<file path="src/rtl/tour_pkg.sv">
// Shared types and constants for the knight-tour move readout: one-hot move codes,
// compass headings, command opcodes and the command sequencer state encoding.
package tour_pkg;

   typedef enum logic [7:0] {
      MV_N2W1 = 8'h01,
      MV_N2E1 = 8'h02,
      MV_W2N1 = 8'h04,
      MV_W2S1 = 8'h08,
      MV_S2W1 = 8'h10,
      MV_S2E1 = 8'h20,
      MV_E2S1 = 8'h40,
      MV_E2N1 = 8'h80
   } encoded_move_t;

   localparam logic [7:0] HDG_N = 8'h00;
   localparam logic [7:0] HDG_W = 8'h3F;
   localparam logic [7:0] HDG_S = 8'h7F;
   localparam logic [7:0] HDG_E = 8'hBF;

   localparam logic [3:0] OP_MOVE         = 4'b0010;
   localparam logic [3:0] OP_MOVE_FANFARE = 4'b0011;

   typedef enum logic [2:0] {
      IDLE,
      FETCH,
      LEG1_ISSUE,
      LEG1_WAIT,
      LEG2_ISSUE,
      LEG2_WAIT
   } tour_state_t;

   function automatic logic [15:0] makeCmd(input logic [3:0] op,
                                           input logic [7:0] hdg,
                                           input logic [3:0] squares);
      return {op, hdg, squares};
   endfunction

endpackage

</file>
<file path="src/rtl/tour_move_decode.sv">
// Combinational split of a one-hot knight move into its 2-square and 1-square
// leg headings; valid_onehot_o is low for zero or multiple bits set.
module tour_move_decode
   import tour_pkg::*;
(
   input  logic [7:0] move_i,
   output logic [7:0] leg1_hdg_o,
   output logic [7:0] leg2_hdg_o,
   output logic       valid_onehot_o
);

   always_comb begin
      leg1_hdg_o     = HDG_N;
      leg2_hdg_o     = HDG_N;
      valid_onehot_o = 1'b1;
      case (move_i)
         MV_N2W1: begin leg1_hdg_o = HDG_N; leg2_hdg_o = HDG_W; end
         MV_N2E1: begin leg1_hdg_o = HDG_N; leg2_hdg_o = HDG_E; end
         MV_W2N1: begin leg1_hdg_o = HDG_W; leg2_hdg_o = HDG_N; end
         MV_W2S1: begin leg1_hdg_o = HDG_W; leg2_hdg_o = HDG_S; end
         MV_S2W1: begin leg1_hdg_o = HDG_S; leg2_hdg_o = HDG_W; end
         MV_S2E1: begin leg1_hdg_o = HDG_S; leg2_hdg_o = HDG_E; end
         MV_E2S1: begin leg1_hdg_o = HDG_E; leg2_hdg_o = HDG_S; end
         MV_E2N1: begin leg1_hdg_o = HDG_E; leg2_hdg_o = HDG_N; end
         default: valid_onehot_o = 1'b0;
      endcase
   end

endmodule

</file>
<file path="src/rtl/tour_cmd.sv">
// Walks the solver's move list after start_tour and issues two motion commands per move.
// Build option: define TOUR_FANFARE_EN to tag every second-leg command with MOVE_FANFARE.
module tour_cmd
   import tour_pkg::*;
#(
   parameter int NUM_MOVES = 24,
   parameter int IDX_W     = 5
)(
   input  logic             clk,
   input  logic             rst,
   input  logic             start_tour,
   input  logic [7:0]       move,
   output logic [IDX_W-1:0] indx,
   output logic [15:0]      cmd,
   output logic             cmd_rdy,
   input  logic             clr_cmd_rdy,
   input  logic             send_resp,
   output logic             tour_done,
   output logic             err
);

`ifdef TOUR_FANFARE_EN
   localparam logic [3:0] LEG2_OP = OP_MOVE_FANFARE;
`else
   localparam logic [3:0] LEG2_OP = OP_MOVE;
`endif

   localparam logic [IDX_W-1:0] LAST_IDX = IDX_W'(NUM_MOVES - 1);

   tour_state_t      state_q, state_d;
   logic [IDX_W-1:0] indx_q, indx_d;
   logic [15:0]      cmd_q, cmd_d;
   logic             rdy_q, rdy_d;
   logic             done_q, done_d;
   logic             err_q, err_d;
   logic [7:0]       move_q, move_d;

   logic [7:0]       decodeMove;
   logic [7:0]       leg1Hdg;
   logic [7:0]       leg2Hdg;
   logic             moveValid;

   // The live solver output is decoded during FETCH; later legs use the latched copy.
   assign decodeMove = (state_q == FETCH) ? move : move_q;

   tour_move_decode u_decode (
      .move_i         (decodeMove),
      .leg1_hdg_o     (leg1Hdg),
      .leg2_hdg_o     (leg2Hdg),
      .valid_onehot_o (moveValid)
   );

   always_ff @(posedge clk or posedge rst) begin
      if (rst) begin
         state_q <= IDLE;
         indx_q  <= '0;
         cmd_q   <= 16'h0000;
         rdy_q   <= 1'b0;
         done_q  <= 1'b0;
         err_q   <= 1'b0;
         move_q  <= 8'h00;
      end else begin
         state_q <= state_d;
         indx_q  <= indx_d;
         cmd_q   <= cmd_d;
         rdy_q   <= rdy_d;
         done_q  <= done_d;
         err_q   <= err_d;
         move_q  <= move_d;
      end
   end

   always_comb begin
      state_d = state_q;
      indx_d  = indx_q;
      cmd_d   = cmd_q;
      rdy_d   = rdy_q;
      done_d  = 1'b0;
      err_d   = err_q;
      move_d  = move_q;
      case (state_q)
         IDLE: begin
            if (start_tour) begin
               indx_d  = '0;
               err_d   = 1'b0;
               state_d = FETCH;
            end
         end
         FETCH: begin
            move_d = move;
            if (!moveValid) begin
               err_d   = 1'b1;
               state_d = IDLE;
            end else begin
               cmd_d   = makeCmd(OP_MOVE, leg1Hdg, 4'd2);
               rdy_d   = 1'b1;
               state_d = LEG1_ISSUE;
            end
         end
         LEG1_ISSUE: begin
            if (clr_cmd_rdy) begin
               rdy_d   = 1'b0;
               state_d = LEG1_WAIT;
            end
         end
         LEG1_WAIT: begin
            if (send_resp) begin
               cmd_d   = makeCmd(LEG2_OP, leg2Hdg, 4'd1);
               rdy_d   = 1'b1;
               state_d = LEG2_ISSUE;
            end
         end
         LEG2_ISSUE: begin
            if (clr_cmd_rdy) begin
               rdy_d   = 1'b0;
               state_d = LEG2_WAIT;
            end
         end
         LEG2_WAIT: begin
            // The last move holds indx at its final value rather than wrapping.
            if (send_resp) begin
               if (indx_q == LAST_IDX) begin
                  done_d  = 1'b1;
                  state_d = IDLE;
               end else begin
                  indx_d  = indx_q + IDX_W'(1);
                  state_d = FETCH;
               end
            end
         end
         default: state_d = IDLE;
      endcase
   end

   assign indx      = indx_q;
   assign cmd       = cmd_q;
   assign cmd_rdy   = rdy_q;
   assign tour_done = done_q;
   assign err       = err_q;

endmodule

</file>
<file path="config.mk">
export PLATFORM = sky130hd
export DESIGN_NAME = tour_cmd
export DESIGN_NICKNAME = d
export VERILOG_FILES = /design/src/rtl/tour_pkg.sv /design/src/rtl/tour_move_decode.sv /design/src/rtl/tour_cmd.sv
export SDC_FILE = /design/constraint.sdc
export NUM_CORES = 1
export LEC_CHECK = 0
export ABC_AREA = 1
export CAP_MARGIN = 20
export CORE_MARGIN = 4
export CORE_UTILIZATION = 40
export DETAILED_ROUTE_END_ITERATION = 10
export GPL_TIMING_DRIVEN = 0
export MAX_ROUTING_LAYER = met4
export PLACE_DENSITY = 0.77
export REMOVE_ABC_BUFFERS = 1
export SETUP_SLACK_MARGIN = 0.05
export SLEW_MARGIN = 15
export SYNTH_ARGS = -nofsm -noshare
export SYNTH_HDL_FRONTEND = slang
export SYNTH_SLANG_ARGS = --single-unit
</file>
<file path="constraint.sdc">
create_clock -name clk -period 4.9 [get_ports clk]
set_input_delay 0.735 -clock clk [delete_from_list [all_inputs] [get_ports clk]]
set_output_delay 0.735 -clock clk [all_outputs]
set_load 0.005 [all_outputs]
</file>
==> run metrics <==
count of cell types in the netlist=29; # DRC=0; FF+latch count, synth=25; Avg Inst Size Synth=7.08 um^2; All-Layer GR Usage=13.5%; Max Cap Viol=0; Tot Pwr=1.19 mW; status=completed; Clock Path Buffers=2; Arr. time, crit path=2360 ps; Setup crit start kind=flip-flop; top_reg_cell synth=dfrtp_1; via count=1,453; endpoint class of the critical path=flip-flop; fmax=458 MHz; Pleak=1.06 nW; EDFF count, synth=0; largest net degree at the start of global routing=26; Die Wd=72.8 um; Crit path required time=5080 ps; sequential-to-total area share from yosys stat=37.3%; Core Footprint=0.00403 mm^2; root buf cell=clkbuf_8; # hold bufs at CTS=0; nets=278; clock slew at reported path FFs=90 ps; CTS tree=done; PwrDens=595 mW/mm^2; Finished Layout Cells=313; Worst VDD drop=362 uV; HPWL Detailed=2.40 mm; asr flop ratio synth=100%; setup repair bufs after CTS=0; area leader, netlist=dfrtp_1; die area=0.00529 mm^2; area delta synth->final=19.8%; Inserted Clock Buffers=3; Finished Core Util=49.9%; synthesized area=0.00168 mm^2; WS Path Type=flip-flop to flip-flop; clk sink count=25; WHS Path Cells=2; GP Congestion=0.898; DR WL/cell=9.81 um; First DRT Iteration DRCs=88; PortBufs=31; initial antenna violation count=0; Rows=23; Tmin final=2180 ps; # IOs=37; initial core utilization=41.6%; Synth top area share=37.3%; Ys Warns=0; Final Hold Vio Count=0; clk_lat worst skew=270 ps; First-pass DRT Iterations=4; Clock Skews=1.56 ps; synthesized instance count=237; top cells by count, synth=89 x nand2_1, 31 x inv_1, 25 x dfrtp_1; vias in the first global route=1,325; Slew Limit Fails=0; worst-path maximum fanout=13; Min Hold Slack=465 ps; grt total ovfl=0; WL final=3.07 mm; Placed Cells=308; post-CTS sizing=0; first-pass GRT wire length=5.64 mm; H-tree levels=1; fin crit share=44.6%; Final setup viols=0; most frequent cell after synthesis=nand2_1; TNS Setup=0 ps; # diodes=0; largest cells by area after synthesis=dfrtp_1 37%, nand2_1 20%, inv_1 6.9%; Reg2Reg Depth=13; RSZ-0062 raised after global routing=no; layout cell share with drive strength beyond 1=9.51%; antenna viol nets, final=0; via/cell ratio=4.64; hold crit path type=flip-flop to flip-flop; Die Y=72.8 um
cell type report:
cell class | instances | area, um^2
Tap cell | 50 | 62.6
Fill cell | 402 | 2020
Sequential cell | 25 | 626
Timing Repair Buffer | 32 | 325
Inverter | 34 | 130
Clock inverter | 1 | 7.51
Multi-Input combinational cell | 168 | 817
Clock buffer | 3 | 41.3
stage by stage:
step	worst slack (ps)	instance area [um^2]
6_report	2720	2010
5_1_grt	2450	2010
4_1_cts	2700	1990
3_5_place_dp	2450	1950
3_3_place_gp	2470	1950
2_1_floorplan	3020	1570
cell families after synthesis:
family	Yosys count	synth area share, %
buf+inv	48	14.9
simple gates	143	40.3
other cells	1	0.223
flops	25	37.3
compound gates	19	6.56
fa+ha+maj	1	0.746
per-layer routing:
layer	up-vias	wire length [um]	track usage [%]	share of wire [%]
met3	5	184	3.31	6.0
li1	773	-	-	-
met2	36	1380	22.2	45
met5	-	0	-	0
met4	0	31	3.28	1.0
met1	639	1480	16.8	48
final timing paths:
kind	from	to	slack, ps
min in group asynchronous	rst	cmd_rdy	770
max reg2reg	state_q[0]	cmd[0]	2720
max	state_q[0]	cmd[0]	2720
max in group asynchronous	rst	indx[1]	3670
min reg2reg	cmd[13]	cmd[13]	460
min	cmd[13]	cmd[13]	460
flip-flops by register name, indices dropped and copies added (netlist names):
name       flops
tour_done      1
state_q        3
err            1
indx           5
cmd            6
cmd_rdy        1
move_q         8
power breakdown:
group / internal, mW / switching [mW] / total, mW
clock: 0.0578 / 0.0705 / 0.128
sequential: 0.286 / 0.0740 / 0.360
combinational: 0.282 / 0.424 / 0.706
total: 0.626 / 0.569 / 1.19
worst max-delay path, stage by stage, from the launching register on:
cell and delay [ps]:
dfrtp_1 580, inv_2 80, nor2_4 300, nand3_1 120, nand2_1 100, nand2_1 120
nor2_4 160, nand3_1 120, nand2_1 100, nor2_2 60, nand2_4 100, nand3_4 110
nand2_1 90, nand2_1 50
cell usage in the layout (no fill, tap or decap), types with 3 or more instances in the layout:
cell and count:
o21ai_0 8, a21oi_1 6, nor3_1 4, nor2_4 4, conb_1 5, inv_1 31
nand2_1 89, clkbuf_8 3, nand3_1 15, clkdlybuf4s50_1 31, nor2_1 13, nand2_2 5
dfrtp_1 25, nand4_1 3
Power figures use the tool's default switching activity.
